<file path="config.mk">
export PLATFORM = sky130hd
export DESIGN_NAME = bcd_bin_seq_flat
export DESIGN_NICKNAME = d
export VERILOG_FILES = /design/src/rtl/bcd_pkg.sv /design/src/rtl/bcd_bin_seq_if.sv /design/src/rtl/bcd_digit_mac.sv /design/src/rtl/bcd_bin_seq.sv /design/src/flat_wrapper.sv
export SDC_FILE = /design/constraint.sdc
export NUM_CORES = 1
export LEC_CHECK = 0
export CAP_MARGIN = 30
export CORE_UTILIZATION = 50
export DETAILED_ROUTE_END_ITERATION = 6
export PLACE_DENSITY = 0.76
export SETUP_SLACK_MARGIN = 0.4
export SLEW_MARGIN = 20
export SYNTH_ARGS = -nofsm -noshare
export SYNTH_HDL_FRONTEND = slang
export SYNTH_SLANG_ARGS = --single-unit
</file>
<file path="constraint.sdc">
create_clock -name clk -period 5.2 [get_ports clk]
set_clock_uncertainty 0.15 [all_clocks]
set_input_delay 0.78 -clock clk [delete_from_list [all_inputs] [get_ports clk]]
set_output_delay 0.78 -clock clk [all_outputs]
set_load 0.01 [all_outputs]
</file>
<file path="src/rtl/bcd_pkg.sv">
// Shared constants, FSM encoding and parameter-check helper for the
// sequential BCD-to-binary converter.
package bcd_pkg;

  localparam int         BCD_DIGIT_W   = 4;
  localparam logic [3:0] BCD_MAX_DIGIT = 4'd9;

  typedef logic [1:0] state_t;

  localparam state_t ST_IDLE = 2'd0;
  localparam state_t ST_CONV = 2'd1;
  localparam state_t ST_DONE = 2'd2;

  // Smallest width that can hold 10^n - 1, i.e. ceil(log2(10^n)).
  function automatic int min_bin_w(input int n);
    longint unsigned p;
    int              w;
    p = 1;
    for (int i = 0; i < n; i++) p = p * 10;
    w = 64;
    for (int b = 63; b >= 0; b--) begin
      if ((64'd1 << b) >= p) w = b;
    end
    return w;
  endfunction

endpackage

</file>
<file path="src/rtl/bcd_bin_seq_if.sv">
// Input and output valid/ready streams of the BCD-to-binary converter.
// The master side produces words and consumes results; the slave is the converter.
interface bcd_bin_seq_if #(
  parameter int DIGITS = 4,
  parameter int BIN_W  = 14
) ();
  import bcd_pkg::*;

  logic                          in_valid;
  logic                          in_ready;
  logic [BCD_DIGIT_W*DIGITS-1:0] in_bcd;
  logic                          out_valid;
  logic                          out_ready;
  logic [BIN_W-1:0]              out_bin;
  logic                          out_illegal;

  modport master (
    output in_valid, in_bcd, out_ready,
    input  in_ready, out_valid, out_bin, out_illegal
  );

  modport slave (
    input  in_valid, in_bcd, out_ready,
    output in_ready, out_valid, out_bin, out_illegal
  );

endinterface

</file>
<file path="src/rtl/bcd_digit_mac.sv">
// One multiply-by-10-and-add step of the conversion, plus a check
// for a nibble that is not a decimal digit.
module bcd_digit_mac
  import bcd_pkg::*;
#(
  parameter int BIN_W = 14
) (
  input  logic [BIN_W-1:0]       acc,
  input  logic [BCD_DIGIT_W-1:0] d,
  output logic [BIN_W-1:0]       acc_next,
  output logic                   d_illegal
);

  // acc*10 as (acc*8 + acc*2); the sum wraps modulo 2^BIN_W by design.
  assign acc_next  = (acc << 3) + (acc << 1) + BIN_W'(d);
  assign d_illegal = (d > BCD_MAX_DIGIT);

endmodule

</file>
<file path="src/rtl/bcd_bin_seq.sv">
// Sequential BCD-to-binary converter: one digit per clock, MSD first,
// with valid/ready handshakes on both the input and result side.
module bcd_bin_seq
  import bcd_pkg::*;
#(
  parameter int DIGITS = 4,
  parameter int BIN_W  = 14
) (
  input  logic           clk,
  input  logic           rst_n,
  bcd_bin_seq_if.slave   bus,
  output logic           busy
);

  localparam int SR_W  = BCD_DIGIT_W * DIGITS;
  localparam int CNT_W = $clog2(DIGITS + 1);
  localparam logic [CNT_W-1:0] LAST_CNT = CNT_W'(DIGITS - 1);

  generate
    if (DIGITS < 1) begin : g_bad_digits
      $error("bcd_bin_seq: DIGITS must be at least 1");
    end
    if (BIN_W < min_bin_w(DIGITS)) begin : g_bad_width
      $error("bcd_bin_seq: BIN_W too narrow for DIGITS");
    end
  endgenerate

  state_t                 state;
  logic [CNT_W-1:0]       cnt;
  logic [SR_W-1:0]        sr;
  logic [BIN_W-1:0]       acc;
  logic                   illegal;
  logic [BCD_DIGIT_W-1:0] d;
  logic [BIN_W-1:0]       acc_next;
  logic                   d_illegal;

  assign d = sr[SR_W-1 -: BCD_DIGIT_W];

  bcd_digit_mac #(
    .BIN_W (BIN_W)
  ) u_mac (
    .acc       (acc),
    .d         (d),
    .acc_next  (acc_next),
    .d_illegal (d_illegal)
  );

  // The word is latched on acceptance, so later in_bcd changes cannot leak in.
  always_ff @(posedge clk or negedge rst_n) begin
    if (!rst_n) begin
      state   <= ST_IDLE;
      cnt     <= '0;
      sr      <= '0;
      acc     <= '0;
      illegal <= 1'b0;
    end else begin
      case (state)
        ST_IDLE: begin
          if (bus.in_valid) begin
            sr      <= bus.in_bcd;
            acc     <= '0;
            cnt     <= '0;
            illegal <= 1'b0;
            state   <= ST_CONV;
          end
        end
        ST_CONV: begin
          acc     <= acc_next;
          illegal <= illegal | d_illegal;
          sr      <= sr << BCD_DIGIT_W;
          cnt     <= cnt + CNT_W'(1);
          if (cnt == LAST_CNT) state <= ST_DONE;
        end
        ST_DONE: begin
          if (bus.out_ready) state <= ST_IDLE;
        end
        default: state <= ST_IDLE;
      endcase
    end
  end

  // Results come straight from the accumulator, which is frozen in DONE.
  assign bus.in_ready    = (state == ST_IDLE);
  assign bus.out_valid   = (state == ST_DONE);
  assign bus.out_bin     = acc;
  assign bus.out_illegal = illegal;
  assign busy            = (state != ST_IDLE);

endmodule

</file>
<file path="src/flat_wrapper.sv">
// flat-port wrapper written by rule: the top's interface ports become plain ports
module bcd_bin_seq_flat import bcd_pkg::*;
#(
  parameter int DIGITS = 4,
  parameter int BIN_W  = 14
)
  (clk, rst_n, busy, bus_in_valid, bus_in_bcd, bus_out_ready, bus_in_ready, bus_out_valid, bus_out_bin, bus_out_illegal);
  bcd_bin_seq_if #(.DIGITS(DIGITS), .BIN_W(BIN_W)) bus_i ();
  input  logic clk;
  input  logic rst_n;
  output logic busy;
  input wire logic [$bits(bus_i.in_valid)-1:0] bus_in_valid;
  input wire logic [$bits(bus_i.in_bcd)-1:0] bus_in_bcd;
  input wire logic [$bits(bus_i.out_ready)-1:0] bus_out_ready;
  output wire logic [$bits(bus_i.in_ready)-1:0] bus_in_ready;
  output wire logic [$bits(bus_i.out_valid)-1:0] bus_out_valid;
  output wire logic [$bits(bus_i.out_bin)-1:0] bus_out_bin;
  output wire logic [$bits(bus_i.out_illegal)-1:0] bus_out_illegal;
  assign bus_i.in_valid = bus_in_valid;
  assign bus_i.in_bcd = bus_in_bcd;
  assign bus_i.out_ready = bus_out_ready;
  assign bus_in_ready = bus_i.in_ready;
  assign bus_out_valid = bus_i.out_valid;
  assign bus_out_bin = bus_i.out_bin;
  assign bus_out_illegal = bus_i.out_illegal;
  bcd_bin_seq #(.DIGITS(DIGITS), .BIN_W(BIN_W)) u_core (.clk(clk), .rst_n(rst_n), .bus(bus_i), .busy(busy));
endmodule
</file>
* After elaboration in Yosys (flattened, before gate mapping) *
Index checks and enable logic that the tools add are counted.

cells by class
  add/sub/neg operators = 3
  order comparisons = 1
  equality and inequality tests = 6
  multiplexer cells = 12
  bitwise operators = 1
  reductions and logical operators = 5

operators by type and width
  cell                                                  number
  case mux 16 bit (2 select lines)                      1
  case mux 14 bit (2 select lines)                      1
  two-way mux 16 bit                                    1
  adder 14 bit                                          1
  adder 14 x 4 -> 14 bit                                1
  two-way mux 14 bit                                    1
  two-way mux 2 bit                                     3
  case mux 2 bit (3 select lines)                       1
  case mux 3 bit (2 select lines)                       1
  > comparator 4 bit (second input constant)            1
  != test 2 bit (second input constant)                 2
  nonzero test 2 bit                                    2
  adder 3 x 1 -> 3 bit (second input constant)          1
  equality test 3 x 2 -> 1 bit (second input constant)  1
  two-way mux 3 bit                                     1
  AND reduction 3 bit                                   1
  equality test 2 x 1 -> 1 bit (second input constant)  1
  equality test 2 bit (second input constant)           1
  zero test 2 bit                                       1
  != test 2 x 1 -> 1 bit (second input constant)        1
  case mux 1 bit (2 select lines)                       1
  AND reduction 2 bit                                   1
  two-way mux 1 bit                                     1
  bitwise OR 1 bit                                      1

word-level totals
  register bits after elaboration = 36
  input port bits = 20
  output and inout port bits = 18
  word-level logic and storage cells = 33

* Logic depth before layout (Yosys ltp) *
  depth in word-level cells = 3
  depth in mapped cells = 9
  mapped depth without buffers = 9

* Cells and area by module *
A second synthesis with hierarchy kept.

second synthesis, totals
  cell total of the unflattened synthesis = 213
  area total of the unflattened synthesis = 2209.6 um^2

modules (own cells, without submodules)
  module         times used  cells each  area each (um^2)  seq. area each (um^2)
  bcd_bin_seq    1           136         1546.5            900.9
  bcd_digit_mac  1           77          663.1             0.0

* Least setup slack after synthesis *
No wires, ideal clock.

  path kind = register to register
  start = register u_core.acc[0], in the netlist u_core.bus.out_bin[0]
  end = register u_core.acc[11], in the netlist u_core.bus.out_bin[11]
  setup time = 0.126 ns
  arrival = 2.378 ns
  data required time = 4.924 ns
  setup slack = 2.546 ns
  stages on the path, launching flop included = 10
  path buffers = 0
  clock period less this slack = 2.654 ns
  cells stage by stage = dfrtp_1 > inv_1 > fa_1 > inv_1 > ha_1 > a21oi_1 > nand4b_1 > and2_4 > o311a_1 > a221o_1

on the way
  cells in the longest elaborated chain, start to end = 3

RTL lines
  element                           RTL line             source
  from (decl)                       bcd_bin_seq.sv:31    logic [BIN_W-1:0] acc;
  from (signal assigned)            bcd_bin_seq.sv:68    acc <= acc_next;
  adder 14 bit                      bcd_digit_mac.sv:15  assign acc_next = (acc << 3) + (acc << 1) + BIN_W'(d);
  adder 14 x 4 -> 14 bit            bcd_digit_mac.sv:15
  case mux 14 bit (2 select lines)  bcd_bin_seq.sv:57    case (state)

Every way passes these cells.
A chain may end at the register's enable or synchronous reset.

* Worst setup path in the final report *
  start = register u_core.state[0]
  end = output port bus_in_ready

on the way
  cells in the longest elaborated chain, start to end = 1

RTL lines
  element                 RTL line            source
  from (decl)             bcd_bin_seq.sv:28   state_t state;
  from (signal assigned)  bcd_bin_seq.sv:51   state <= ST_IDLE;
  from (signal assigned)  bcd_bin_seq.sv:64   state <= ST_CONV;
  from (signal assigned)  bcd_bin_seq.sv:72   if (cnt == LAST_CNT) state <= ST_DONE;
  zero test 2 bit         bcd_bin_seq.sv:83   assign bus.in_ready = (state == ST_IDLE);
  to (decl)               flat_wrapper.sv:15  output wire logic [$bits(bus_i.in_ready)-1:0] bus_in_ready;

Every way passes these cells.

==> impl_metrics.json <==
{
  "synth_fp_nets": 276,
  "reg2regPathDepth": 8,
  "drt-total-wl_um": 4730,
  "met3_length_um": 154,
  "grt_pass1_wl_um": 7660,
  "drive_above_1_share_pct": 4.91,
  "max_slew_margin_pct": 45.4,
  "grt_max_degree": 37,
  "numCtsBuffers": 5,
  "ys_seq_area_share_pct": 40.6,
  "rows": 23,
  "slew_violations": 0,
  "cts_setup_buffers": 0,
  "final_nets": 310,
  "setup_tns_ps": 0,
  "peakVddDrop_v": 0.000342,
  "drt_first_pass_iters": 4,
  "place.gp.congestion": 0.910,
  "tightest_slew_ps": 820,
  "yosys-top-cells-area": "dfrtp_1 (41%), ha_1 (14%), o21ai_0 (6.3%), nand2_1 (4.2%), nor2b_1 (3.7%)",
  "cts-htree-levels": 2,
  "io_pins": 38,
  "fp.dieArea_mm2": 0.00471,
  "viasPerCell": 5.70,
  "worst_ep_required_time_ps": 4270,
  "start_util_pct": 53.9,
  "netlist_instances": 230,
  "status": "finished, final reports clean",
  "drc": 0,
  "gr-usage-all-layers_pct": 22.6,
  "synth-edff-count": 0,
  "antenna_found_initial": 0,
  "crit_fanout": 16,
  "arrival_ps": 1830,
  "final_cell_mix": "clkdlybuf4s50_1 (36), dfrtp_1 (36), o21ai_0 (28)",
  "synth-seq-cells": 36,
  "placed_cell_area_mm2": 0.00262,
  "maxCapViolCount": 0,
  "ys_types": 41,
  "grt.overflow.total": 0,
  "pwr_density_cell_mw_per_mm2": 713,
  "period_share_pct": 53.1,
  "synth_top_area_share_pct": 40.6,
  "insertion_delay_ps": 290,
  "num_vias": 1795,
  "cts-root-buf": "clkbuf_8",
  "routedWlPerCell_um": 15.0,
  "dp_hpwl_um": 3330,
  "clock_sinks": 36,
  "fp.dieH_um": 68.6,
  "r2r_setup_slack_ps": 2480,
  "yosysTopAreaCell": "dfrtp_1",
  "fp.coreArea_mm2": 0.00412,
  "syn_area_per_cell_um2": 9.65,
  "ys_warn_count": 0,
  "period_minus_slack_ps": 2760,
  "crit_path_end_kind": "output port",
  "ant_nets": 0,
  "startpoint_type": "flip-flop",
  "hold_buffers": 0,
  "rsz0062_at_grt": "false",
  "r2r-start": "u_core.bus.out_bin[0]$_DFFE_PN0P_",
  "area_delta_synth_final_pct": 22.3,
  "clkTransAtPathRegs_ps": 80,
  "dr_wl_met2_um": 2240,
  "critPathCapture": "bus_in_ready",
  "post_cts_resized": 0,
  "grt_pass1_vias": 1645,
  "setup_viol": 0,
  "worstSetupStartpoint": "u_core.state[0]$_DFFE_PN0P_",
  "netlist_area_mm2": 0.00222,
  "initialDrtViolationCount": 93,
  "fin_hold_ws_ps": 333,
  "crit_type": "reg -> out",
  "postSynth.asyncResetShare_pct": 100,
  "diodes": 0,
  "hold_viol_final": 0,
  "design_area_mm2": 0.00271,
  "p_leak_nw": 1.21,
  "die_w_um": 68.6,
  "cts_tree": "yes",
  "top_layer": "met4",
  "fillers": 355,
  "synth_ff_type": "dfrtp_1",
  "r2r-end": "u_core.bus.out_bin[10]$_DFFE_PN0P_",
  "hp-class": "reg -> reg",
  "m1WireLength_um": 2310,
  "worstHoldPathCells": 2,
  "io_buffers": 37,
  "clockBufferDepth": 2,
  "clock.fmax_mhz": 362
}
-- where the power goes --
part,switching [mW],leakage [nW],internal [mW]
clock network,0.106,0.0445,0.108
logic,0.614,0.715,0.569
registers,0.128,0.455,0.411
-- registers in the layout, indices dropped and copies added, names as in the netlist --
register / flops
u_core.bus.out_bin: 14
u_core.bus.out_illegal: 1
u_core.cnt: 3
u_core.sr: 16
u_core.state: 2
-- layout make-up --
class / instances / area [um^2] / area share (%)
repair buffers: 38 / 373 / 13.7
multi-input cells: 172 / 1240 / 45.8
clock inverters: 1 / 7.51 / 0.277
clock buffers: 7 / 86.3 / 3.18
inverters: 11 / 41.3 / 1.52
flip-flops and latches: 36 / 901 / 33.2
well taps: 50 / 62.6 / 2.31
-- metrics by stage --
step	utilization [%]	worst slack, ps	total power [mW]	cells
global route	65.9	2330	2.12	315
finish	65.9	2440	1.94	315
CTS	65.9	2420	1.95	315
detailed placement	63.7	2360	1.73	307
global placement	63.5	2240	1.69	307
floorplan	-	2550	1.37	230
-- critical path: stages, from the launching register on --
cell and delay, ps:
dfrtp_1 580, or2_2 390, inv_1 50, clkdlybuf4s50_1 520
-- cells in the mapped netlist (2+ instances only) --
| cell | count |
|---|---|
| o21ai_1 | 3 |
| o21ai_0 | 28 |
| a221o_1 | 3 |
| mux2i_1 | 7 |
| buf_2 | 3 |
| nand2_1 | 25 |
| fa_1 | 2 |
| xnor2_1 | 3 |
| and2_1 | 3 |
| a211oi_1 | 2 |
| xor2_1 | 4 |
| nand3_1 | 2 |
| clkbuf_1 | 8 |
| nor2b_1 | 13 |
| a22oi_1 | 5 |
| a22o_1 | 5 |
| ha_1 | 24 |
| dfrtp_1 | 36 |
| nor2_1 | 6 |
| inv_1 | 11 |
| nand2b_1 | 2 |
| o31ai_1 | 2 |
| a21oi_1 | 14 |
| o2111a_1 | 2 |
-- per-layer routing --
| layer | GRT usage, % | up-vias |
|---|---|---|
| li1 | - | 894 |
| met1 | 30.7 | 870 |
| met2 | 35.8 | 29 |
| met3 | 5.43 | 2 |
| met4 | 6.25 | 0 |
| met5 | 0 | - |
-- worst min path at each step --
| stage | to | startpoint |
|---|---|---|
| 3_3_place_gp | u_core.cnt[2]$_DFFE_PN0P_ | u_core.cnt[2]$_DFFE_PN0P_ |
| 2_1_floorplan | u_core.sr[6]$_DFFE_PN0P_ | u_core.sr[6]$_DFFE_PN0P_ |
| 6_report | u_core.cnt[2]$_DFFE_PN0P_ | u_core.cnt[2]$_DFFE_PN0P_ |
| 5_1_grt | u_core.bus.out_bin[0]$_DFFE_PN0P_ | u_core.sr[12]$_DFFE_PN0P_ |
| 3_5_place_dp | u_core.cnt[2]$_DFFE_PN0P_ | u_core.cnt[2]$_DFFE_PN0P_ |
| 4_1_cts | u_core.cnt[2]$_DFFE_PN0P_ | u_core.cnt[2]$_DFFE_PN0P_ |
-- cells by family after synthesis --
kind of cell             synth area share [%]
adder cells (fa/ha/maj)                  15.3
flip-flops                               40.6
multiplexers                             3.16
buffers and inverters                    3.89
AO/OA/AOI/OAI                            21.3
AND/OR/NAND/NOR                          12.9
XOR/XNOR                                 2.76
Note: power is estimated with default switching activity, not from simulation.
